<file path="src/rtl/dsp19x2_acc_pkg.sv">
// rtl/dsp19x2_acc_pkg.sv - shared widths, state type and lane split helper for the DSP19x2 lane accumulator
//
// Contents:
//   LANE_W_DEF / ACC_W_DEF / CNT_W_DEF : default lane, accumulator and block-counter widths
//   acc_state_t                        : block FSM states (IDLE, ACCUM)
//   lane_pair_t / split_lanes()        : unpack a packed DSP19x2 result into its lo and hi lanes
package dsp19x2_acc_pkg;

    localparam int LANE_W_DEF = 19;
    localparam int ACC_W_DEF  = 24;
    localparam int CNT_W_DEF  = 8;

    typedef enum logic {
        IDLE  = 1'b0,
        ACCUM = 1'b1
    } acc_state_t;

    typedef struct packed {
        logic [LANE_W_DEF-1:0] hi;
        logic [LANE_W_DEF-1:0] lo;
    } lane_pair_t;

    // lo lane lives in the low half of the packed result, hi lane in the upper half
    function automatic lane_pair_t split_lanes(input logic [2*LANE_W_DEF-1:0] z);
        lane_pair_t p;
        p.lo = z[LANE_W_DEF-1:0];
        p.hi = z[2*LANE_W_DEF-1:LANE_W_DEF];
        return p;
    endfunction

endpackage

</file>
<file path="src/rtl/dsp19x2_sat_acc_lane.sv">
// rtl/dsp19x2_sat_acc_lane.sv - one saturating unsigned lane accumulator with sticky clamp flag
//
// Ports:
//   clk, reset : rising-edge clock, synchronous active-high reset
//   sample     : lane_in is a valid sample this cycle
//   start      : this sample opens a new block (running sum and sat flag are ignored)
//   done       : this sample closes the block (accumulator clears after it)
//   lane_in    : unsigned lane value, zero-extended to ACC_W
//   sum_next   : saturated sum including the current sample
//   sat_next   : sticky clamp flag including the current sample
module dsp19x2_sat_acc_lane
    import dsp19x2_acc_pkg::*;
#(
    parameter int LANE_W = LANE_W_DEF,
    parameter int ACC_W  = ACC_W_DEF
) (
    input  logic              clk,
    input  logic              reset,
    input  logic              sample,
    input  logic              start,
    input  logic              done,
    input  logic [LANE_W-1:0] lane_in,
    output logic [ACC_W-1:0]  sum_next,
    output logic              sat_next
);

    logic [ACC_W-1:0] acc_q;
    logic             sat_q;
    logic [ACC_W-1:0] base;
    logic             base_sat;
    logic [ACC_W:0]   raw;
    logic             clamp;

    always_comb begin
        // A block start behaves as a load: add onto zero with a clean flag.
        base     = start ? '0 : acc_q;
        base_sat = start ? 1'b0 : sat_q;
        raw      = {1'b0, base} + {{(ACC_W + 1 - LANE_W){1'b0}}, lane_in};
        clamp    = raw[ACC_W];
        sum_next = clamp ? {ACC_W{1'b1}} : raw[ACC_W-1:0];
        sat_next = base_sat | clamp;
    end

    always_ff @(posedge clk) begin
        if (reset) begin
            acc_q <= '0;
            sat_q <= 1'b0;
        end else if (sample) begin
            if (done) begin
                // Final value has been handed to the result register.
                acc_q <= '0;
                sat_q <= 1'b0;
            end else begin
                acc_q <= sum_next;
                sat_q <= sat_next;
            end
        end
    end

endmodule

</file>
<file path="src/rtl/dsp19x2_lane_accumulator.sv">
// rtl/dsp19x2_lane_accumulator.sv - per-block saturating sums of both DSP19x2 lanes behind a valid/ready result register
//
// Ports:
//   clk, reset        : rising-edge clock, synchronous active-high reset
//   z_in, z_valid     : packed two-lane DSP result and its qualifier
//   block_len         : samples per block, 0 selects 2^CNT_W; latched at block start
//   acc_lo, acc_hi    : block sums of the lo and hi lanes
//   sat_lo, sat_hi    : a clamp happened in the block shown on acc_lo / acc_hi
//   out_valid, out_ready : result handshake
//   busy              : a block of length > 1 is in progress
//   overrun           : sticky, a completed block was dropped because the result was not consumed
module dsp19x2_lane_accumulator
    import dsp19x2_acc_pkg::*;
#(
    parameter int LANE_W = LANE_W_DEF,
    parameter int ACC_W  = ACC_W_DEF,
    parameter int CNT_W  = CNT_W_DEF
) (
    input  logic                clk,
    input  logic                reset,
    input  logic [2*LANE_W-1:0] z_in,
    input  logic                z_valid,
    input  logic [CNT_W-1:0]    block_len,
    output logic [ACC_W-1:0]    acc_lo,
    output logic [ACC_W-1:0]    acc_hi,
    output logic                sat_lo,
    output logic                sat_hi,
    output logic                out_valid,
    input  logic                out_ready,
    output logic                busy,
    output logic                overrun
);

    acc_state_t       state;
    logic [CNT_W:0]   count;
    logic [CNT_W:0]   len_q;
    logic [CNT_W:0]   len_eff;
    logic [CNT_W:0]   len_sel;
    logic [CNT_W:0]   count_inc;
    logic             start;
    logic             done;
    logic             res_load;
    lane_pair_t       lanes;
    logic [ACC_W-1:0] sum_lo;
    logic [ACC_W-1:0] sum_hi;
    logic             sat_lo_next;
    logic             sat_hi_next;

    always_comb begin
        lanes     = split_lanes(z_in);
        start     = (state == IDLE);
        // Counter is one bit wider so a full 2^CNT_W block is representable.
        len_eff   = (block_len == '0) ? {1'b1, {CNT_W{1'b0}}} : {1'b0, block_len};
        len_sel   = start ? len_eff : len_q;
        count_inc = start ? {{CNT_W{1'b0}}, 1'b1} : count + 1'b1;
        done      = z_valid && (count_inc == len_sel);
        // A completion may land in the result register if it is empty or being drained now.
        res_load  = done && (!out_valid || out_ready);
    end

    dsp19x2_sat_acc_lane #(
        .LANE_W(LANE_W),
        .ACC_W (ACC_W)
    ) u_lane_lo (
        .clk     (clk),
        .reset   (reset),
        .sample  (z_valid),
        .start   (start),
        .done    (done),
        .lane_in (lanes.lo),
        .sum_next(sum_lo),
        .sat_next(sat_lo_next)
    );

    dsp19x2_sat_acc_lane #(
        .LANE_W(LANE_W),
        .ACC_W (ACC_W)
    ) u_lane_hi (
        .clk     (clk),
        .reset   (reset),
        .sample  (z_valid),
        .start   (start),
        .done    (done),
        .lane_in (lanes.hi),
        .sum_next(sum_hi),
        .sat_next(sat_hi_next)
    );

    always_ff @(posedge clk) begin
        if (reset) begin
            state     <= IDLE;
            busy      <= 1'b0;
            count     <= '0;
            len_q     <= '0;
            acc_lo    <= '0;
            acc_hi    <= '0;
            sat_lo    <= 1'b0;
            sat_hi    <= 1'b0;
            out_valid <= 1'b0;
            overrun   <= 1'b0;
        end else begin
            if (z_valid) begin
                if (start) begin
                    len_q <= len_eff;
                end
                if (done) begin
                    state <= IDLE;
                    busy  <= 1'b0;
                    count <= '0;
                end else begin
                    state <= ACCUM;
                    busy  <= 1'b1;
                    count <= count_inc;
                end
            end

            if (res_load) begin
                acc_lo    <= sum_lo;
                acc_hi    <= sum_hi;
                sat_lo    <= sat_lo_next;
                sat_hi    <= sat_hi_next;
                out_valid <= 1'b1;
            end else if (done) begin
                // Result still pending and not accepted: keep it, flag the loss.
                overrun <= 1'b1;
            end else if (out_valid && out_ready) begin
                out_valid <= 1'b0;
            end
        end
    end

endmodule

</file>
<file path="config.mk">
export PLATFORM = sky130hd
export DESIGN_NAME = dsp19x2_lane_accumulator
export DESIGN_NICKNAME = d
export VERILOG_FILES = /design/src/rtl/dsp19x2_acc_pkg.sv /design/src/rtl/dsp19x2_sat_acc_lane.sv /design/src/rtl/dsp19x2_lane_accumulator.sv
export SDC_FILE = /design/constraint.sdc
export NUM_CORES = 1
export LEC_CHECK = 0
export BUFFER_PORTS_ARGS = -buffer_cell sky130_fd_sc_hd__buf_2
export CORE_UTILIZATION = 35
export CTS_BUF_LIST = sky130_fd_sc_hd__clkbuf_16
export DETAILED_ROUTE_END_ITERATION = 7
export PLACE_DENSITY_LB_ADDON = 0.05
export REMOVE_ABC_BUFFERS = 1
export SLEW_MARGIN = 20
export SYNTH_ARGS = -nofsm -noshare
export SYNTH_HDL_FRONTEND = slang
export SYNTH_SLANG_ARGS = --single-unit
</file>
<file path="constraint.sdc">
create_clock -name clk -period 6.75 [get_ports clk]
set_clock_uncertainty 0.2 [all_clocks]
set_input_delay 1.6875 -clock clk [delete_from_list [all_inputs] [get_ports clk]]
set_output_delay 1.6875 -clock clk [all_outputs]
set_load 0.005 [all_outputs]
</file>
# [Word-level counts from Yosys, hierarchy flattened]
# Index checks and enable logic that the tools add are counted.
[totals] register_bits=121 input_bits=50
[op_classes] n_addsub=3 n_eq_ne=2 n_mux=18 bitwise=3 n_reduce_logical=9
[ops] cell="24-bit 2-to-1 mux" count=6
[ops] cell="24-bit by 19-bit adder with 25-bit output" count=2
[ops] cell="9-bit 2-to-1 mux" count=4
[ops] cell="9-bit by 1-bit adder with 9-bit output (second input constant)" count=1
[ops] cell="9-bit == test" count=1
[ops] cell="8-bit logical NOT" count=1
[ops] cell="1-bit 2-to-1 mux" count=8
[ops] cell="2-bit AND reduction" count=2
[ops] cell="1-bit logical AND" count=3
[ops] cell="2-bit by 1-bit inequality test with 1-bit output (second input constant)" count=1
[ops] cell="1-bit OR" count=2
[ops] cell="2-bit nonzero test" count=1
[ops] cell="1-bit logical NOT" count=1
[ops] cell="1-bit logical OR" count=1
[ops] cell="1-bit inverter" count=1

# [Longest topological paths before layout]
# Gate-level depths: netlist of the first run.
[depth] word_depth=8 ltp_mapped=15

# [By module]
# Synthesis of the first run repeated with hierarchy kept, for this count alone.
[unflattened] cells_unflattened=1004 area_unflattened_um2=8167.8
[by_module_without_submodules] module="dsp19x2_lane_accumulator" n_inst=1 cells_each=363 area_each_um2=3293.2
[by_module_without_submodules] module="dsp19x2_sat_acc_lane at u_lane_lo" n_inst=1 cells_each=334 area_each_um2=2511.2
[by_module_without_submodules] module="dsp19x2_sat_acc_lane at u_lane_hi" n_inst=1 cells_each=307 area_each_um2=2363.5

# [Worst setup path before layout of the first run]
# Ideal clock, no wire load.
[synth_path] kind="in2reg" start="input z_in[0]" end="register acc_lo[10]" setup_time_ns=0.131 arrival_time_ns=3.932 required_time_ns=6.419 setup_slack_ns=2.487 stages=10 cell_sequence="ha_1 fa_1 a211oi_1 o21ai_0 o21a_1 o2111ai_1 nand2_1 clkbuf_1 nor4_1 nor3_1"
[synth_via] elab_chain_len=2
[synth_rtl] element="start, declared" line="dsp19x2_lane_accumulator.sv:21" source="input logic [2*LANE_W-1:0] z_in,"
[synth_rtl] element="24-bit by 19-bit adder with 25-bit output" line="dsp19x2_sat_acc_lane.sv:38" source="raw = {1'b0, base} + {{(ACC_W + 1 - LANE_W){1'b0}}, lane_in};"
[synth_rtl] element="24-bit 2-to-1 mux" line="dsp19x2_sat_acc_lane.sv:40" source="sum_next = clamp ? {ACC_W{1'b1}} : raw[ACC_W-1:0];"
[synth_rtl] element="end signal, assigned" line="dsp19x2_lane_accumulator.sv:118" source="acc_lo <= sum_lo;"
[synth_rtl] element="end, declared" line="dsp19x2_lane_accumulator.sv:24" source="output logic [ACC_W-1:0] acc_lo,"
# No other way between the ends.
# A chain may end at the register's enable or synchronous reset.

# [Final worst setup path of the first run]
# Same ends and word-level chain as after synthesis.

==> metrics.md, run 1 <==
| Metric | Value |
|---|---|
| Post-CTS setup buffers | 0 |
| Headroom to the max-slew limit | 33.1% |
| CTS tree | yes |
| Startpoint Class | input port |
| Hold-fix buffers at CTS | 0 |
| Die Height | 146 µm |
| Per-cell routed wire length | 16.3 µm |
| Clock root cell | clkbuf_16 |
| Vias | 6,749 |
| Resized Gates After CTS | 0 |
| Multi-input logic area | 0.00452 mm² |
| Number of inserted diodes | 0 |
| Net Sw Frac | 26.1% |
| Reg2Reg Setup Slack | 2.76 ns |
| Largest area contributor in the netlist | dfxtp_1 |
| Predominant post-synthesis flop cell | dfxtp_1 |
| Clock-pin slew on the worst setup and hold paths | 0.06 ns |
| F_max | 0.227 GHz |
| DRT Wirelength | 20,600 µm |
| Share of cells above drive strength 1 | 15.1% |
| Largest net degree at the start of global routing | 50 |
| Worst Setup Path Type | input port to register |
| Number of core rows | 52 |
| Status | finished clean |
| Post-Syn Instances | 908 |
| Setup_tns | 0 ns |
| Port-buffer cells | 102 |
| Initial DRC Count | 318 |
| Number of distinct library cells after synthesis | 73 |
| Sw power | 0.000498 W |
| Grt ovf | 0 |
| Global-route usage over all layers | 20.0% |
| Layout area overhead | 17.3% |
| Flop pwr share | 39.9% |
| Area of the mapped netlist | 0.00721 mm² |
| Num Clock Sinks | 121 |
| Synthesized flop and latch total | 121 |
| Antenna viol nets, final | 0 |
| Synth Area per Inst | 7.94 µm² |
| Initial antenna violation count | 0 |
| Clock power share | 46.9% |
| Peak supply drop | 0.177 mV |
| Initial core utilization | 35.6% |
| Synth area leaders | dfxtp_1, ha_1, nor2_1, nand2_1, a211oi_1 |
| Number of top-level pins | 103 |
| FF/Latch Area | 0.00242 mm² |
| Die area | 0.0212 mm² |
| Leakage | 3.53 nW |
| Worst EP arrival | 4.49 ns |
| Drt pass-1 iters | 4 |
| Htree depth | 4 |
| Top-area cell type share of the netlist area | 33.6% |
| Warnings, synthesis | 0 |
| CTS Buf Count | 17 |
| Hold Crit Class | register to register |
| Via-to-Cell Ratio | 5.34 |
| Max clock buf depth | 2 |
| Post-layout nets | 1,074 |
| Vias in the first global route | 6,394 |
| Slew Limit Fails | 0 |
| Later-pin clock latency in the skew report | 0.42 ns |
| Final hold violation count | 0 |
| Required time worst endpoint | 6.83 ns |
| Tmin final | 4.41 ns |
| DRC | 0 |
| Sequential element share of the synthesized area | 33.6% |
| Worst Path Max Fanout | 28 |
| Fillers | 2,077 |
| Overall power | 0.00190 W |
| FFs w/ async S/R, synth | 0% |
| Max_cap viols | 0 |
| Core box area | 0.0202 mm² |
| Pint | 0.00141 W |
| Crit. End Element | register |
| First-pass GRT wire length | 33,800 µm |
| RSZ-0062 raised after global routing | no |
| Die Wd | 146 µm |
| Routability congestion estimate | 0.817 |
| Pwr dens | 225 mW/mm² |
| Worst-Margin Slew | 1.00 ns |
| Setup Viol. Count Final | 0 |
| Hpwl dp | 14,400 µm |
| Logic pwr share | 13.1% |
| Post-synth EDFFs | 0 |
| Fin crit share | 65.3% |
[power groups by stage]
stage	Clock (W)	Sequential [W]	Combinational (W)
global placement	0	0.000776	0.000253
CTS	0.000915	0.000761	0.000253
global route	0.000948	0.000764	0.000282
floorplan	0	0.000773	0.000164
finish	0.000894	0.000761	0.000250
detailed placement	0	0.000776	0.000252
[sequential cells by signal (all words and copies together), names as in the netlist]
register,flops
acc_hi,24
acc_lo,24
count,9
len_q,9
out_valid,1
overrun,1
sat_hi,1
sat_lo,1
state,1
u_lane_hi.acc_q,24
u_lane_hi.sat_q,1
u_lane_lo.acc_q,24
u_lane_lo.sat_q,1
[cell usage in the layout (no fill, tap or decap), drive strengths merged, types with 7 or more instances in the layout]
cell / instances
a31oi: 9
a21oi: 66
ha: 39
nand3: 25
o21ai: 55
xnor2: 25
o211ai: 18
nor2: 111
a21o: 17
buf: 111
nand2: 101
inv: 9
dfxtp: 121
a211oi: 49
xor2: 17
or3: 7
and2: 45
nor3: 12
clkbuf: 17
and3: 10
nand4: 7
clkinv: 9
[through the flow]
| step | setup slack [ns] | instances | instance area [µm²] | hold slack, ns | util [%] |
|---|---|---|---|---|---|
| 6_report | 2.34 | 1264 | 8450 | 0.245 | 41.8 |
| 3_5_place_dp | 1.94 | 1234 | 7890 | 0.235 | 39.0 |
| 3_3_place_gp | 2.02 | 1234 | 7890 | 0.227 | 39.0 |
| 4_1_cts | 2.38 | 1264 | 8450 | 0.249 | 41.8 |
| 5_1_grt | 2.12 | 1264 | 8450 | 0.270 | 41.8 |
| 2_1_floorplan | 1.59 | 853 | 6970 | 0.217 | - |
[layout make-up]
class | count | area share [%]
Clock inverter | 13 | 1.61
Inverter | 9 | 0.400
Tap cell | 270 | 4.00
Sequential cell | 121 | 28.7
Timing Repair Buffer | 111 | 6.87
Multi-Input combinational cell | 723 | 53.4
Clock buffer | 17 | 5.03
[path summary, 6_finish.rpt]
check	startpoint	end	cells past startpoint
hold / removal	u_lane_hi.acc_q[2]	u_lane_hi.acc_q[2]	2
hold reg to reg	u_lane_hi.acc_q[2]	u_lane_hi.acc_q[2]	2
setup / recovery	z_in[0]	acc_lo[10]	11
setup reg to reg	state	u_lane_lo.acc_q[14]	11
[Yosys cell counts, types with 4 or more instances]
library cell	number
a21o_1	17
o21ai_1	4
xnor2_1	25
and2_1	45
or3_1	7
nor4_1	4
nor3_1	11
clkbuf_1	35
o211ai_1	18
nand2_1	101
o21bai_1	5
nor3b_1	4
buf_4	6
xor2_1	17
o2111ai_1	5
a211oi_1	49
a21oi_1	65
nor2b_1	6
ha_1	39
nor2_1	111
o21a_1	6
o21ai_0	51
o31ai_1	4
dfxtp_1	121
and3_1	10
nand2b_1	5
inv_1	8
nand4_1	7
a31oi_1	9
mux2i_1	4
buf_2	12
nand3_1	25
[cell families (layout without fill, tap and decap cells)]
group | Yosys count | count (layout) | share of synthesized area, %
and+or+nand+nor | 354 | 354 | 23.3
AOI/OAI and AO/OA | 281 | 281 | 26.1
DFF | 121 | 121 | 33.6
buffers and inverters | 64 | 150 | 3.85
xor gates and xnor gates | 42 | 42 | 5.10
adders and majority gates | 41 | 41 | 7.32
muxes | 5 | 5 | 0.712
[worst max-delay path: stages]
cell and delay (ns):
buf_2 0.10, ha_1 0.21, fa_1 0.45, a211oi_1 0.27, o21ai_0 0.22, o21a_1 0.31, o2111ai_1 0.38, nand2_1 0.20
buf_4 0.28, nor4_1 0.30, nor3_1 0.07
[metal layers]
| metal | vias to the layer above | GRT usage [%] | routed length (µm) |
|---|---|---|---|
| met2 | 104 | 31.3 | 9060 |
| met5 | - | 0 | 0 |
| met4 | 0 | 4.89 | 205 |
| met3 | 16 | 3.89 | 626 |
| li1 | 3457 | - | - |
| met1 | 3172 | 28.0 | 10700 |
Note: power is estimated with default switching activity, not from simulation.
==> run 2: changes to the inputs <==
--- a/config.mk
+++ b/config.mk
@@ -5,6 +5,7 @@
 export SDC_FILE = /design/constraint.sdc
 export NUM_CORES = 1
 export LEC_CHECK = 0
+export ABC_AREA = 1
 export BUFFER_PORTS_ARGS = -buffer_cell sky130_fd_sc_hd__buf_2
 export CORE_UTILIZATION = 35
 export CTS_BUF_LIST = sky130_fd_sc_hd__clkbuf_16
==> constraint.sdc (replaced) <==
create_clock -name clk -period 4.55 [get_ports clk]
set_clock_uncertainty 0.2 [all_clocks]
set_input_delay 1.1375 -clock clk [delete_from_list [all_inputs] [get_ports clk]]
set_output_delay 1.1375 -clock clk [all_outputs]
set_load 0.005 [all_outputs]
==> run 2 against run 1 <==
Register-to-register slack worse by 1.6 ns. Global-route usage up 1.5 points. Synthesized cell count up 75%. Via count up 36%. Critical path depth up 3. Total power up 45%. Cell area up 22%. Count of clock-buffer cells in the layout unchanged.
==> metrics.md, run 2 <==
| Metric | Value |
|---|---|
| Drt pass-1 iters | 5 |
| F_max | 0.299 GHz |
| RSZ-0062 raised after global routing | no |
| Place WS | 0.767 ns |
| Number of top-level pins | 103 |
| Number of inserted diodes | 0 |
| Die Height | 163 µm |
| Post-layout nets | 1,751 |
| CTS Buf Count | 17 |
| Slowest CP cell | dfxtp_2 |
| Port-buffer cells | 102 |
| Worst Path Max Fanout | 27 |
| Top-count cell post-synth | nand2_1 |
| Worst hold margin | 0.249 ns |
| Status | finished clean |
| Cell Chain, Critical Path | buf_4 -> nand2_1 -> inv_1 -> ha_1 -> nand3_1 -> nand3_1 -> nand2_1 -> nand2_1 -> nand3_1 -> nand3_2 -> inv_2 -> nand3_1 -> nand3_1 -> a21oi_1 |
| Hpwl dp | 19,700 µm |
| Largest stage delay, worst path | 0.74 ns |
| CP delay by family, top | simple AND/OR/NAND/NOR gates |
| Post-synth EDFFs | 0 |
| Setup Viol. Count Final | 0 |
| CTS tree | yes |
| Fin area | 0.0103 mm² |
| Required time worst endpoint | 4.61 ns |
| First-pass GRT wire length | 44,500 µm |
| FFs w/ async S/R, synth | 0% |
| Number of distinct library cells after synthesis | 33 |
| DRT Wirelength | 27,300 µm |
| Die Wd | 163 µm |
| Worst-Margin Slew | 0.869 ns |
| Largest net degree at the start of global routing | 71 |
| Grt ovf | 0 |
| Hold Crit Class | register to register |
| Headroom to the max-slew limit | 42.1% |
| Slew Limit Fails | 0 |
| Via-to-Cell Ratio | 4.59 |
| Crit. End Element | register |
| Fillers | 2,825 |
| Worst Setup Path Type | register to register |
| Commonest non-fill, non-tap cell in the layout | nand2_1 |
| Synth Area per Inst | 5.72 µm² |
| Predominant post-synthesis flop cell | dfxtp_1 |
| Post-CTS setup buffers | 0 |
| Htree depth | 4 |
| Initial core utilization | 35.8% |
| Largest area contributor in the netlist | dfxtp_1 |
| Global-route usage over all layers | 21.5% |
| WP buf/inv | 3 |
| Number of core rows | 58 |
| Resized Gates After CTS | 0 |
| Die area | 0.0266 mm² |
| Most common cell type on the critical path | nand3_1 |
| Share of cells above drive strength 1 | 10.8% |
| Final hold violation count | 0 |
| Fin crit share | 73.5% |
| Most frequent cells in the layout | nand2_1, inv_1, nor2_1 |
| DRC | 0 |
| Initial antenna violation count | 0 |
| Top-area cell type share of the netlist area | 26.7% |
| Fin worst setup slack | 1.20 ns |
| Synth area leaders | dfxtp_1, nand2_1, inv_1, nand3_1, nor2_1 |
| Later-pin clock latency in the skew report | 0.42 ns |
| Vias in the first global route | 8,711 |
| Leakage | 6.03 nW |
| Num Clock Sinks | 121 |
| Core box area | 0.0253 mm² |
| Worst EP arrival | 3.40 ns |
| Warnings, synthesis | 0 |
| Antenna viol nets, final | 0 |
| Reg2Reg Setup Slack | 1.20 ns |
| Mux cell area share after synthesis | 0% |
| Max_cap viols | 0 |
| Tmin final | 3.35 ns |
| DP Area | 0.00980 mm² |
| Post-Synth Simple-Gate Area | 43.9% |
| Startpoint Class | register |
| Hold-fix buffers at CTS | 0 |
| Post-synthesis xor/xnor area fraction | 1.35% |
| Layout area overhead | 13.7% |
| Peak supply drop | 0.166 mV |
| Pwr dens | 269 mW/mm² |
| Clock root cell | clkbuf_16 |
| Routability congestion estimate | 0.877 |
| Per-cell routed wire length | 13.6 µm |
| Post-synthesis compound-gate area fraction | 6.77% |
| Max clock buf depth | 2 |
| Overall power | 0.00277 W |
| Clock-pin slew on the worst setup and hold paths | 0.06 ns |
| Sequential element share of the synthesized area | 26.7% |
| Post-synth top cells | nand2_1, inv_1, nor2_1, nand3_1, dfxtp_1 |
| Area of the mapped netlist | 0.00907 mm² |
| Adder-cell area share of the yosys netlist | 5.82% |
| Vias | 9,180 |
| Largest family of logic cells by synthesized area | simple AND/OR/NAND/NOR gates |
| Final core utilization | 40.7% |
| Initial DRC Count | 469 |
| Synthesized flop and latch total | 121 |
| Post-Syn Instances | 1,586 |
run 2: area by class of cell:
cell class | instances | area, µm² | share of cell area, %
clock buffer | 17 | 425 | 4.12
clock inverter | 14 | 95.1 | 0.922
inverter | 287 | 1080 | 10.4
multi-input combinational | 1120 | 5260 | 51.0
sequential | 121 | 2420 | 23.5
tap | 330 | 413 | 4.00
timing repair buffer | 113 | 618 | 5.99
run 2: path summary, 6_finish.rpt:
| path | startpoint | end | cells past startpoint |
|---|---|---|---|
| setup / recovery | state | u_lane_lo.acc_q[13] | 14 |
| hold / removal | overrun | overrun | 2 |
| setup reg to reg | state | u_lane_lo.acc_q[13] | 14 |
| hold reg to reg | overrun | overrun | 2 |
run 2: cell families (layout without fill, tap and decap cells):
logic type	after synthesis	after routing
xor gates and xnor gates	14	14
buffers and inverters	345	431
adders and majority gates	41	41
AOI/OAI and AO/OA	115	115
DFF	121	121
and+or+nand+nor	950	950
run 2: metal layers:
metal	track usage, %	part of all wire, %	vias up
li1	-	-	4979
met1	26.6	47	4037
met2	38.6	49	141
met3	3.07	2.8	23
met4	5.31	1.4	0
met5	0	0	-
run 2: metrics by stage:
| stage | setup TNS, ns | instances |
|---|---|---|
| final | 0 | 2002 |
| after global routing | 0 | 2002 |
| after CTS | 0 | 2002 |
| after detailed placement | 0 | 1971 |
| after global placement | 0 | 1971 |
| after floorplan | -24.51 | 1528 |
run 2: report_power, final:
group | switching, W | internal [W]
sequential | 0.0000237 | 0.00109
combinational | 0.000261 | 0.000140
clock | 0.000522 | 0.000730
total | 0.000806 | 0.00196
run 2: worst register-to-register path, stage by stage (launching register included):
cell and delay, ns:
dfxtp_2 0.74, buf_4 0.37, nand2_1 0.08, inv_1 0.06, ha_1 0.28, nand3_1 0.11, nand3_1 0.16, nand2_1 0.10
nand2_1 0.10, nand3_1 0.10, nand3_2 0.13, inv_2 0.35, nand3_1 0.20, nand3_1 0.13, a21oi_1 0.07
